$ cat config.mk
export PLATFORM = sky130hd
export DESIGN_NAME = univ_shift_reg
export DESIGN_NICKNAME = d
export VERILOG_FILES = /design/src/rtl/univ_shift_reg.sv
export SDC_FILE = /design/constraint.sdc
export NUM_CORES = 1
export LEC_CHECK = 0
export CORE_MARGIN = 2
export CORE_UTILIZATION = 25
export CTS_CLUSTER_DIAMETER = 40
export DETAILED_ROUTE_END_ITERATION = 8
export GPL_TIMING_DRIVEN = 1
export PLACE_DENSITY_LB_ADDON = 0.05
export SYNTH_ARGS = -nofsm -noshare
export SYNTH_HDL_FRONTEND = slang
export SYNTH_SLANG_ARGS = --single-unit
$ cat constraint.sdc
create_clock -name clk -period 2.2 [get_ports clk]
set_input_delay 0.44 -clock clk [delete_from_list [all_inputs] [get_ports clk]]
set_output_delay 0.44 -clock clk [all_outputs]
set_load 0.05 [all_outputs]
$ cat src/rtl/univ_shift_reg.sv
// Universal WIDTH-bit register: hold, shifts, rotates, load and clear, with a
// burst sequencer that repeats one operation a programmed number of cycles.
module univ_shift_reg #(
   parameter int unsigned          WIDTH     = 8,
   parameter logic [WIDTH-1:0]     RESET_VAL = '0,
   parameter int unsigned          CW        = $clog2(WIDTH + 1)
) (
   input  logic             clk,
   input  logic             reset,
   input  logic             en,
   input  logic [2:0]       mode,
   input  logic [WIDTH-1:0] d,
   input  logic             sin_r,
   input  logic             sin_l,
   input  logic             start,
   input  logic [CW-1:0]    cnt,
   output logic [WIDTH-1:0] q,
   output logic [WIDTH-1:0] q_bar,
   output logic             sout_l,
   output logic             sout_r,
   output logic             busy,
   output logic             done
);

   typedef enum logic [1:0] {IDLE, RUN, DONE} state_t;

   typedef enum logic [2:0] {
      OP_HOLD = 3'b000,
      OP_SHL  = 3'b001,
      OP_SHR  = 3'b010,
      OP_ASR  = 3'b011,
      OP_ROL  = 3'b100,
      OP_ROR  = 3'b101,
      OP_LOAD = 3'b110,
      OP_CLR  = 3'b111
   } op_t;

   localparam logic [CW-1:0] W_CNT = CW'(WIDTH);

   state_t          state;
   op_t             mode_r;
   logic [CW-1:0]   cnt_r;
   logic [CW-1:0]   cnt_sat;

   function automatic logic [WIDTH-1:0] apply_op(
      input op_t              op,
      input logic [WIDTH-1:0] cur,
      input logic [WIDTH-1:0] din,
      input logic             sr,
      input logic             sl
   );
      logic [WIDTH-1:0] nxt;
      nxt = cur;
      case (op)
         OP_HOLD: nxt = cur;
         OP_SHL:  nxt = {cur[WIDTH-2:0], sr};
         OP_SHR:  nxt = {sl, cur[WIDTH-1:1]};
         OP_ASR:  nxt = {cur[WIDTH-1], cur[WIDTH-1:1]};
         OP_ROL:  nxt = {cur[WIDTH-2:0], cur[WIDTH-1]};
         OP_ROR:  nxt = {cur[0], cur[WIDTH-1:1]};
         OP_LOAD: nxt = din;
         OP_CLR:  nxt = '0;
         default: nxt = cur;
      endcase
      return nxt;
   endfunction

   // Burst lengths beyond WIDTH are clamped so a full rotate is the longest burst.
   always_comb begin
      cnt_sat = (cnt > W_CNT) ? W_CNT : cnt;
   end

   always_ff @(posedge clk) begin
      if (reset) begin
         q      <= RESET_VAL;
         state  <= IDLE;
         cnt_r  <= '0;
         mode_r <= OP_HOLD;
         busy   <= 1'b0;
         done   <= 1'b0;
      end else begin
         case (state)
            IDLE: begin
               if (start) begin
                  if (cnt_sat == '0) begin
                     state <= DONE;
                     done  <= 1'b1;
                  end else begin
                     // The start edge performs the first of the N operations.
                     q      <= apply_op(op_t'(mode), q, d, sin_r, sin_l);
                     mode_r <= op_t'(mode);
                     cnt_r  <= cnt_sat - CW'(1);
                     if (cnt_sat == CW'(1)) begin
                        state <= DONE;
                        done  <= 1'b1;
                     end else begin
                        state <= RUN;
                        busy  <= 1'b1;
                     end
                  end
               end else if (en) begin
                  q <= apply_op(op_t'(mode), q, d, sin_r, sin_l);
               end
            end
            RUN: begin
               q     <= apply_op(mode_r, q, d, sin_r, sin_l);
               cnt_r <= cnt_r - CW'(1);
               if (cnt_r == CW'(1)) begin
                  state <= DONE;
                  busy  <= 1'b0;
                  done  <= 1'b1;
               end
            end
            DONE: begin
               state <= IDLE;
               done  <= 1'b0;
            end
            default: begin
               state <= IDLE;
               busy  <= 1'b0;
               done  <= 1'b0;
            end
         endcase
      end
   end

   assign q_bar  = ~q;
   assign sout_l = q[WIDTH-1];
   assign sout_r = q[0];

endmodule
==> qor.yml <==
gp_congestion: 0.8120
worstReg2RegStart: "mode_r[2]"
whs_path_depth: 1
seqCellArea_um2: 380.4
drcViolationCount: 0
final_common_cell: "clkdlybuf4s50_1"
setup_violations: 0
critPathMaxFanout: 7
grt_pass1_wl_um: 8825
path_clk_slew_ps: 90
grt_usage_pct: 17.16
place_hpwl_um: 4286
root_buffer: "clkbuf_8"
status: "completed"
synth_flop_cell: "dfxtp_1"
synthTopCellsByArea: "dfxtp_1, a32o_1, a21oi_1, nor2b_1, o21a_1"
drv_slew: 0
synth_top_area_cell: "dfxtp_1"
synth-compound-area-share_pct: 36.47
syn_area_um2: 1530
yosys.area_share.xor_xnor_pct: 1.145
drive_above_1_share_pct: 17.72
grt_max_degree: 17
dr_wl_met2_um: 2526
r2r_slack_ps: 250
clock-sinks: 19
fin_crit_sh_pct: 95.18
dr_total_vias: 1776
crit_type: "flip-flop to output pin"
power_leakage_nw: 0.8492
yosys.area_share.adder_pct: 3.271
r2r_end: "q[0]"
holdPathEnd: "done"
timing.fmax_ghz: 0.4776
grt_pass1_vias: 1723
crit_family: "buffers and inverters"
path_buf_inv: 1
dieArea_um2: 6763
die_h_um: 82.24
hold_viol_final: 0
dpl.cell_count: 325
drtIter0Drc: 156
wl_per_cell_um: 17.26
clockBufferDepth: 2
synth.avg_cell_area_um2: 7.970
fin_nets: 280
yosys.area_share.simple_pct: 21.83
slowest_stage: "clkdlybuf4s50_1"
grt_setup_unrepaired: "false"
wl_um: 5678
antenna_found_initial: 0
vdd_drop_max_mv: 0.2575
period_needed_ps: 2094
synth-edff-count: 0
hp-start: "done"
drv_cap: 0
overflow: 0
synth_top_area_share_pct: 24.86
syn2layout_area_growth_pct: 48.32
synth_cells: 192
synth_nets: 217
post_cts.repair.setup_buffers: 0
cts_tree: "done"
required_ps: 1760
ctsHoldBuffers: 0
power_w: 0.001479
io_pins: 41
htreeDepth: 1
async_flop_share_pct: 0
wl_met3_um: 390
muxShareOfSynthArea_pct: 4.824
skew_ps: 9.624
placed_cell_area_um2: 2205
most-common-layout-cells: "clkdlybuf4s50_1, buf_4, dfxtp_1"
cp_data_arrival_time_ps: 1650
rows: 28
slew_headroom_pct: 55.23
numPortBuffers: 40
n_antenna_cell: 0
final_area_um2: 2270
drt-pass1-iter-count: 5
clkLatencyLatePin_ps: 260
yosysWarnings: 0
r2r_cells: 6
die_w_um: 82.24
wl_met1_um: 2733
crit_chain: "clkdlybuf4s50_1"
fillers: 626
core_um2: 5921
vias_per_cell: 5.398
synth_top_family_by_area: "compound AO/OA/AOI/OAI gates"
cellPowerDensity_nw_per_um2: 651.8
start_util_pct: 25.85
slowest_delay_ps: 880
synth_seq_area_share_pct: 24.86
cp-end-kind: "output pin"
top_layer_used: "met4"
hold_path_class: "flip-flop to flip-flop"
yosys.cell_types.count: 49
cp-start-kind: "flip-flop"
final_cells: 329
cts_made_buffers: 3
ant_nets: 0
worstMarginPinSlew_ps: 662.2
ys_ff_latch: 19
multi_input_comb_area_um2: 1050
## cell families after synthesis
family	after synthesis
compound gates	75
simple gates	57
buf+inv	28
flops	19
mux	7
fa+ha+maj	4
xor+xnor	2
## routing by layer
metal | track usage, % | vias up
li1 | - | 860
met1 | 25.39 | 842
met2 | 26.29 | 72
met3 | 2.065 | 2
met4 | 4.000 | 0
met5 | 0 | -
## final cells by class
type                            count  share of cell area, %
Inverter                           13                  2.150
Timing Repair Buffer               73                  28.56
Tap cell                           75                  4.135
Clock buffer                        3                  1.819
Clock inverter                      1                 0.3308
Multi-Input combinational cell    145                  46.25
Sequential cell                    19                  16.76
## cell usage after synthesis, types with 2 or more instances
| library cell | count |
|---|---|
| dfxtp_1 | 19 |
| a21oi_1 | 16 |
| inv_1 | 12 |
| nor2_1 | 12 |
| a32o_1 | 10 |
| clkbuf_1 | 10 |
| nand3_1 | 9 |
| nor2b_1 | 9 |
| nand2b_1 | 8 |
| o21ai_0 | 8 |
| o21a_1 | 7 |
| a211oi_1 | 4 |
| a221oi_1 | 4 |
| ha_1 | 4 |
| mux2i_1 | 4 |
| o211ai_1 | 4 |
| o221ai_1 | 4 |
| buf_2 | 3 |
| nor3_1 | 3 |
| nor3b_1 | 3 |
| a211o_1 | 2 |
| a22oi_1 | 2 |
| a31oi_1 | 2 |
| a32oi_1 | 2 |
| and3_1 | 2 |
| and4_1 | 2 |
| buf_4 | 2 |
| mux2_2 | 2 |
| nand2_1 | 2 |
| o31ai_1 | 2 |
## registers in the layout (all words and copies together) (netlist names)
| signal | count |
|---|---|
| q | 8 |
| cnt_r | 4 |
| mode_r | 3 |
| state | 2 |
| busy | 1 |
| done | 1 |
## power breakdown
group	switching (W)	total, W	internal (W)
combinational	0.000437	0.000755	0.000318
clock	0.000134	0.000262	0.000128
sequential	0.0000752	0.000463	0.000388
## metrics by stage
stage	hold WS, ps	setup TNS (ps)	utilization (%)	worst slack [ps]
finish	480.9	0	38.33	106.1
global route	506.5	0	38.33	1.237
CTS	491.9	0	38.12	40.94
detailed placement	470.5	-2674	37.24	-315.3
global placement	451.9	-2242	37.24	-249.6
floorplan	464.3	0	-	274.2
## worst max-delay path by stage
stage | end | cells after the start | startpoint | slack (ps)
floorplan | q[0] | 6 | cnt[3] | 270
global placement | q[5] | 7 | cnt[3] | -250
detailed placement | q[0] | 7 | cnt[3] | -320
CTS | q[0] | 7 | cnt[3] | 40
global route | q[0] | 8 | cnt[3] | 1
finish | q[5] | 1 | q[5] | 110
## repair_timing
| action | 4_1_cts | 5_1_grt |
|---|---|---|
| endpoints found under the hold margin | 0 | 0 |
| cloned | 0 | 0 |
| resized for setup | 1 | 1 |
| endpoints found under the setup margin | 7 | 7 |
Power figures use the tool's default switching activity.
